`config.mk`:
```
export PLATFORM = sky130hd
export DESIGN_NAME = sseg_display_mux
export DESIGN_NICKNAME = d
export VERILOG_FILES = /design/src/rtl/sseg_display_mux.sv
export SDC_FILE = /design/constraint.sdc
export NUM_CORES = 1
export LEC_CHECK = 0
export CAP_MARGIN = 20
export CELL_PAD_IN_SITES_DETAIL_PLACEMENT = 0
export CELL_PAD_IN_SITES_GLOBAL_PLACEMENT = 2
export CORE_MARGIN = 8
export CORE_UTILIZATION = 25
export CTS_CLUSTER_DIAMETER = 150
export DETAILED_ROUTE_END_ITERATION = 16
export GPL_TIMING_DRIVEN = 0
export PLACE_DENSITY = 0.6
export SYNTH_ARGS = -nofsm -noshare
export SYNTH_HDL_FRONTEND = slang
export SYNTH_SLANG_ARGS = --single-unit
```
`constraint.sdc`:
```
create_clock -name clk -period 2.3 [get_ports clk]
set_input_delay 0.46 -clock clk [delete_from_list [all_inputs] [get_ports clk]]
set_output_delay 0.46 -clock clk [all_outputs]
set_load 0.005 [all_outputs]
```
`src/rtl/sseg_display_mux.sv`:
```
// Four-digit common-anode seven-segment multiplexer with per-slot blanking.
// Digit values are shadowed once per frame so a frame is never torn.
module sseg_display_mux #(
  parameter int N      = 18,
  parameter int BLANK  = 16,
  parameter int DP_POS = 3
) (
  input  logic       clk,
  input  logic       rst,
  input  logic       ltr_flag,
  input  logic [3:0] digit0,
  input  logic [3:0] digit1,
  input  logic [3:0] digit2,
  input  logic [3:0] digit3,
  input  logic       dp_en,
  output logic [3:0] an,
  output logic [7:0] sseg
);

  localparam logic [N-3:0] BLANK_W = (N-2)'(BLANK);
  localparam logic [1:0]   DP_SLOT = 2'(DP_POS);

  logic [N-1:0]      cnt_q;
  logic [3:0][3:0]   dig_q;
  logic              ltr_q;
  logic              dp_q;
  logic [3:0]        an_q, an_d;
  logic [7:0]        sseg_q, sseg_d;

  logic [1:0]        slot;
  logic [N-3:0]      offs;
  logic [3:0]        code;
  logic [6:0]        seg;
  logic              frame_end;

  always_comb begin
    slot      = cnt_q[N-1:N-2];
    offs      = cnt_q[N-3:0];
    code      = dig_q[slot];
    frame_end = &cnt_q;
    seg       = 7'h7F;
    if (ltr_q) begin
      case (code)
        4'h5:    seg = 7'h09;
        4'hA:    seg = 7'h79;
        default: seg = 7'h7F;
      endcase
    end else begin
      case (code)
        4'd0:    seg = 7'h40;
        4'd1:    seg = 7'h79;
        4'd2:    seg = 7'h24;
        4'd3:    seg = 7'h30;
        4'd4:    seg = 7'h19;
        4'd5:    seg = 7'h12;
        4'd6:    seg = 7'h02;
        4'd7:    seg = 7'h78;
        4'd8:    seg = 7'h00;
        4'd9:    seg = 7'h10;
        default: seg = 7'h7F;
      endcase
    end
    an_d   = ~(4'b0001 << slot);
    sseg_d = {~(dp_q & ~ltr_q & (slot == DP_SLOT)), seg};
    if (offs < BLANK_W) begin
      an_d   = '1;
      sseg_d = '1;
    end
  end

  always_ff @(posedge clk or negedge rst) begin
    if (!rst) begin
      cnt_q  <= '0;
      dig_q  <= '1;
      ltr_q  <= 1'b0;
      dp_q   <= 1'b0;
      an_q   <= '1;
      sseg_q <= '1;
    end else begin
      cnt_q  <= cnt_q + 1'b1;
      an_q   <= an_d;
      sseg_q <= sseg_d;
      // Snapshot lands on the wrap edge, so the new frame starts with new values.
      if (frame_end) begin
        dig_q <= {digit3, digit2, digit1, digit0};
        ltr_q <= ltr_flag;
        dp_q  <= dp_en;
      end
    end
  end

  assign an   = an_q;
  assign sseg = sseg_q;

endmodule

```
==> impl_results.md, run 1 <==
- Synthesis-stage register bit count: 48
- Critical path class: flip-flop to flip-flop
- Mapped Nets: 203
- Diode count: 0
- Rel. slew slack: 61.6%
- Non-filler cells, final: 331
- Worst r2r path cells: 6
- # IOs: 32
- Worst-path cell chain: buf_6 -> mux4_2 -> inv_1 -> ha_1 -> nand3_1 -> a221o_1
- Power density over the cells: 545 nW/um^2
- Tot GR Track Use: 7.92%
- Gate Count Post-Synth: 177
- Post-synth top area share: 32.0%
- Total power: 1.57 mW
- Status: complete, no violations
- Antenna violations before repair: 0
- Final hold vios: 0
- First-pass DRT Iterations: 4
- Post-layout instance area: 2880 sq um
- Hold Path Class: input port to asynchronous set/reset pin
- Area growth, synth to finish: 25.1%
- Gpl congestion: 0.744
- Nets: 245
- Pin count of the biggest net entering global routing: 36
- TritonCTS clock tree: yes
- Worst Setup Start Kind: flip-flop
- CP Launch Point: cnt_q[16]
- Die Y: 112 um
- Clock sinks: 48
- Worst Tran Pin Value: 0.569 ns
- H-Tree Depth: 2
- Starting DRC count in detailed routing: 62
- FF-to-FF Start: cnt_q[16]
- Most area-consuming cells after synthesis: dfstp_2 32%, dfrtp_1 22%, mux2_4 6.5%, xnor2_1 4.2%, mux2_2 3.9%
- PortBufs: 31
- GRT overflow: 0
- Via Count: 1,471
- Layout Skew: 0.0115 ns
- Row count: 35
- CP max stage cell: mux4_2
- CTS resizes: 0
- First-pass GRT wire length: 8020 um
- Worst Path Max Fanout: 7
- Starting Density: 25.4%
- Area leader, netlist: dfstp_2
- Syn. warnings: 0
- Detailed Place HPWL: 3500 um
- CP max stage delay: 0.58 ns
- EDFF count, synth: 0
- Hold buffer count at cts: 0
- Synthesized area per cell: 13.0 sq um
- Cell Area, Placed: 2770 sq um
- Final Max Slew Viols: 0
- Tcrit/Tclk final: 91.6%
- Clock transition at the registers of the reported paths: 0.10 ns
- Fmax achieved: 475 MHz
- Drt drc: 0
- Reg2reg setup slack: 0.19 ns
- Final setup TNS: 0 ns
- Synth async-reset ratio: 100%
- CP endpoint kind: flip-flop
- WP data arrival: 2.33 ns
- Placed cell count: 320
- Leakage power: 1.25 nW
- Max Cap Viol: 0
- Final WL: 4680 um
- Chip Width: 112 um
- CTS Root Cell: clkbuf_8
- Vias/cell: 4.44
- Max VDD drop: 225 uV
- Post-Syn Area: 2300 sq um
- Core Region: 9060 sq um
- Minimum clock period: 2.11 ns
- Die area: 12,500 sq um
- Share of layout cells above drive strength 1: 33.2%
- WHS: 0.0535 ns
- CTS max path bufs: 2
- Routed wire per std cell: 14.1 um
- Clock latency on the worst-skew pair: 0.30 ns
- CTS Buf Count: 5
- CP Data Required Time: 2.52 ns
- Final setup fails: 0
- RSZ-0062 raised after global routing: no
- Final ANT Viol Nets: 0
- Seq/Total Area, Yosys: 53.7%
- Reg2Reg Capture Point: sseg[4]
- Yosys cell types: 42
- Worst setup path end: sseg[4]
- Top_reg_cell synth: dfstp_2
- Vias in the first global route: 1,573
timing repair:
item | 4_1_cts | 5_1_grt
endpoints found under the setup margin | 0 | 1
setup buffers | 0 | 3
endpoints found under the hold margin | 0 | 0
layout make-up:
| cell class | instances | area (sq um) |
|---|---|---|
| Fill cell | 929 | 6190 |
| Sequential cell | 48 | 1240 |
| Multi-Input combinational cell | 115 | 991 |
| Timing Repair Buffer | 35 | 348 |
| Tap cell | 111 | 139 |
| Clock buffer | 5 | 68.8 |
| Buffer | 6 | 43.8 |
| Inverter | 8 | 30.0 |
| Clock inverter | 3 | 22.5 |
state kept, by name, summed over array words and instances (netlist names):
signal  flops
dig_q      16
cnt_q      18
an          4
dp_q        1
ltr_q       1
sseg        8
metrics by stage:
| step | setup WS, ns | util (%) |
|---|---|---|
| after floorplan | 0.433 | - |
| after global placement | -0.752 | 30.3 |
| after detailed placement | 0.140 | 30.5 |
| after CTS | 0.105 | 31.5 |
| after global routing | 0.0561 | 31.8 |
| final | 0.193 | 31.8 |
placed cells by master, fill, tap and decap left out, types with 4 or more instances in the layout:
cell,instances
mux2_2,8
mux2_4,10
dfstp_2,28
inv_1,8
clkbuf_8,5
and3_1,4
nand3_1,8
nand2_1,9
xor2_1,6
o21ai_1,4
xnor2_1,11
dfrtp_1,20
mux4_2,4
nor2_1,7
buf_4,4
nand4_1,5
ha_1,6
clkdlybuf4s50_1,30
synth_stat cells (2+ instances only):
| library cell | count |
|---|---|
| nor3_1 | 2 |
| nor2_1 | 7 |
| buf_6 | 2 |
| buf_2 | 2 |
| nand3_2 | 2 |
| o21ai_1 | 4 |
| o21ai_0 | 3 |
| nor4_1 | 3 |
| and3_1 | 4 |
| xor2_1 | 6 |
| mux2_2 | 8 |
| mux2_4 | 10 |
| inv_1 | 8 |
| nand4_1 | 5 |
| nand3_1 | 8 |
| ha_1 | 6 |
| xnor2_1 | 11 |
| nand3b_1 | 2 |
| dfstp_2 | 28 |
| o311ai_0 | 2 |
| dfrtp_1 | 20 |
| a21oi_1 | 3 |
| mux4_2 | 4 |
| nand2_1 | 9 |
worst max-delay path: cells and delay by family (launching register included):
kind / cells / cell delay [ns]
buffers and inverters: 2 / 0.29
flip-flops: 1 / 0.36
adder cells (fa/ha/maj): 1 / 0.25
AO/OA/AOI/OAI: 1 / 0.41
multiplexers: 1 / 0.58
AND/OR/NAND/NOR: 1 / 0.13
cell families after synthesis:
family	count (synthesis)	synth area share, %
AOI/OAI and AO/OA	19	5.71
xor gates and xnor gates	17	6.47
adders and majority gates	6	3.26
buffers and inverters	14	3.21
DFF	48	53.7
muxes	22	14.4
and+or+nand+nor	51	13.3
power breakdown:
| part | internal [mW] | switching, mW | total (mW) |
|---|---|---|---|
| Sequential | 0.889 | 0.0124 | 0.901 |
| Clock | 0.218 | 0.296 | 0.515 |
| Combinational | 0.0907 | 0.0618 | 0.153 |
per-layer routing:
layer	share of wire [%]	vias up	wire (um)	GRT usage, %
li1	-	718	-	-
met2	46	29	2160	12.4
met1	48	722	2240	10.0
met3	4.9	2	230	2.22
met4	1.1	0	52	3.24
met5	0	-	0	0
worst min-delay path by stage:
stage	cells after the start	endpoint	from
after detailed placement	1	ltr_q	rst
final	1	ltr_q	rst
after CTS	1	ltr_q	rst
after floorplan	0	cnt_q[0]	rst
after global placement	1	sseg[7]	dp_q
after global routing	1	ltr_q	rst
(Power assumes the default switching activity.)
==> run 2: changes to the inputs <==
--- a/config.mk
+++ b/config.mk
@@ -9,10 +9,11 @@
 export CELL_PAD_IN_SITES_DETAIL_PLACEMENT = 0
 export CELL_PAD_IN_SITES_GLOBAL_PLACEMENT = 2
+export CORE_ASPECT_RATIO = 0.5
 export CORE_MARGIN = 8
-export CORE_UTILIZATION = 25
+export CORE_UTILIZATION = 37
 export CTS_CLUSTER_DIAMETER = 150
 export DETAILED_ROUTE_END_ITERATION = 16
 export GPL_TIMING_DRIVEN = 0
-export PLACE_DENSITY = 0.6
+export PLACE_DENSITY = 0.82
 export SYNTH_ARGS = -nofsm -noshare
 export SYNTH_HDL_FRONTEND = slang
==> constraint.sdc (replaced) <==
create_clock -name clk -period 2.3 [get_ports clk]
set_input_delay 0.46 -clock clk [delete_from_list [all_inputs] [get_ports clk]]
set_output_delay 0.46 -clock clk [all_outputs]
set_load 0.02 [all_outputs]
==> impl_results.md, run 2 (synthesis gave the netlist of run 1 again) <==
- Non-filler cells, final: 305 (was 331)
- Clock transition at the registers of the reported paths: 0.06 ns (was 0.10 ns)
- Final ANT Viol Nets: 0 (unchanged)
- Net Sw Frac: 20.7% (was 23.6%)
- Clock latency on the worst-skew pair: 0.29 ns (was 0.30 ns)
- Drt drc: 0 (unchanged)
- Detailed Place HPWL: 3260 um (was 3500 um)
- Tot GR Track Use: 10.5% (was 7.92%)
- Setup Buffers After CTS: 0 (unchanged)
- Layout Skew: 0.00370 ns (was 0.0115 ns)
- Row count: 20 (was 35)
- Core Region: 6030 sq um (was 9060 sq um)
- Final WL: 4460 um (was 4680 um)
- CTS Root Cell: clkbuf_16 (was clkbuf_8)
- Post-layout instance area: 2900 sq um (was 2880 sq um)
- Vias/cell: 4.88 (was 4.44)
- FF-to-FF Start: cnt_q[16] (unchanged)
- NetSw: 0.388 mW (was 0.370 mW)
- Tcrit/Tclk final: 91.4% (was 91.6%)
- WP data arrival: 2.31 ns (was 2.33 ns)
- Cell Area, Placed: 2740 sq um (was 2770 sq um)
- First-pass GRT wire length: 7430 um (was 8020 um)
- CP max stage cell: mux4_2 (unchanged)
- Largest register FFs: 18 (unchanged)
- CP endpoint kind: flip-flop (unchanged)
- Fillers: 531 (was 929)
- Gpl congestion: 0.727 (was 0.744)
- Worst Tran Pin Value: 0.594 ns (was 0.569 ns)
- Status: complete, no violations (unchanged)
- Final setup fails: 0 (unchanged)
- Max Cap Viol: 0 (unchanged)
- H-Tree Depth: 2 (unchanged)
- Int Pwr: 1.49 mW (was 1.20 mW)
- CTS resizes: 0 (unchanged)
- Area growth, synth to finish: 26.0% (was 25.1%)
- Hold buffer count at cts: 0 (unchanged)
- Worst r2r path cells: 6 (unchanged)
- Vias in the first global route: 1,460 (was 1,573)
- PortBufs: 31 (unchanged)
- Fmax achieved: 476 MHz (was 475 MHz)
- GRT overflow: 0 (unchanged)
- Share of layout cells above drive strength 1: 31.8% (was 33.2%)
- Antenna violations before repair: 0 (unchanged)
- Most frequent cells in the layout: 30 x clkdlybuf4s50_1, 28 x dfstp_2, 20 x dfrtp_1 (unchanged)
- CP Data Required Time: 2.51 ns (was 2.52 ns)
- Starting Density: 38.2% (was 25.4%)
- Chip Width: 128 um (was 112 um)
- First-pass DRT Iterations: 4 (unchanged)
- Routed wire per std cell: 14.6 um (was 14.1 um)
- Finished Core Util: 48.1% (was 31.8%)
- RSZ-0062 raised after global routing: no (unchanged)
- Nets: 242 (was 245)
- Hold Path Class: input port to asynchronous set/reset pin (unchanged)
- Top reg by flops: cnt_q (unchanged)
- WHS: 0.113 ns (was 0.0535 ns)
- Power density over the cells: 647 nW/um^2 (was 545 nW/um^2)
- Comb pwr share: 8.6% (was 9.7%)
- Die Y: 71.8 um (was 112 um)
- Placed cell count: 297 (was 320)
- Die area: 9150 sq um (was 12,500 sq um)
- Worst Setup Start Kind: flip-flop (unchanged)
- Minimum clock period: 2.10 ns (was 2.11 ns)
- CTS max path bufs: 2 (unchanged)
- Max VDD drop: 285 uV (was 225 uV)
- Starting DRC count in detailed routing: 46 (was 62)
- Pin count of the biggest net entering global routing: 31 (was 36)
- Reg2reg setup slack: 0.20 ns (was 0.19 ns)
- TritonCTS clock tree: yes (unchanged)
- Sequential power share: 48.0% (was 57.5%)
- Worst-path cell chain: buf_6 -> mux4_2 -> inv_1 -> ha_1 -> nand3_1 -> a221o_1 (unchanged)
- Clock group share of total power: 43.4% (was 32.8%)
- CTS Buf Count: 5 (unchanged)
- Reg2Reg Capture Point: sseg[4] (unchanged)
- Critical path class: flip-flop to flip-flop (unchanged)
- Rel. slew slack: 60.1% (was 61.6%)
- # IOs: 32 (unchanged)
- Commonest non-fill, non-tap cell in the layout: clkdlybuf4s50_1 (unchanged)
- Leakage power: 1.26 nW (was 1.25 nW)
- Clock sinks: 48 (unchanged)
- Final Max Slew Viols: 0 (unchanged)
- Final hold vios: 0 (unchanged)
- Diode count: 0 (unchanged)
- Worst Path Max Fanout: 7 (unchanged)
- Via Count: 1,487 (was 1,471)
- CP max stage delay: 0.62 ns (was 0.58 ns)
==> run 2: final cells by class <==
type                    count  area, sq um  share of cell area, %
clock inverters             2         35.0                   1.21
flip-flops and latches     48         1240                   42.6
clock buffers               6          129                   4.44
repair buffers             32          325                   11.2
well taps                  88          110                   3.80
plain buffers               6         43.8                   1.51
inverters                   8         30.0                   1.04
multi-input cells         115          991                   34.2
==> run 2: per-layer routing <==
metal	global-route usage [%]	part of all wire [%]	up-vias
met3	2.96	4.6	7
met5	0	0	-
met1	13.4	46	741
li1	-	-	715
met2	16.4	48	24
met4	4.31	1.7	0
==> run 2: critical path: cells and delay by family, from the launching register on <==
family | cells | cell delay (ns)
buf+inv | 2 | 0.31
flops | 1 | 0.35
fa+ha+maj | 1 | 0.24
compound gates | 1 | 0.38
simple gates | 1 | 0.13
mux | 1 | 0.62
==> run 2: how the worst max path moves through the flow <==
stage	from	to	slack [ns]	cells after the start
floorplan	cnt_q[16]	sseg[4]	0.43	6
global placement	rst	cnt_q[13]	-0.50	1
detailed placement	cnt_q[16]	sseg[4]	0.20	6
CTS	cnt_q[16]	sseg[4]	0.19	6
global route	cnt_q[16]	sseg[4]	0.08	6
finish	cnt_q[16]	sseg[4]	0.20	6
==> run 2: power groups by stage <==
stage / Combinational, mW / Sequential, mW / Clock (mW)
global route: 0.176 / 0.905 / 0.867
detailed placement: 0.163 / 0.915 / 0
finish: 0.161 / 0.901 / 0.814
global placement: 0.157 / 0.915 / 0
floorplan: 0.0651 / 0.926 / 0
CTS: 0.164 / 0.902 / 0.839
==> run 2: through the flow <==
step	setup TNS, ns	power (mW)	setup slack [ns]
6_report	0	1.88	0.199
5_1_grt	0	1.95	0.0756
4_1_cts	0	1.90	0.190
3_5_place_dp	0	1.08	0.199
3_3_place_gp	-10.51	1.07	-0.496
2_1_floorplan	0	0.991	0.433
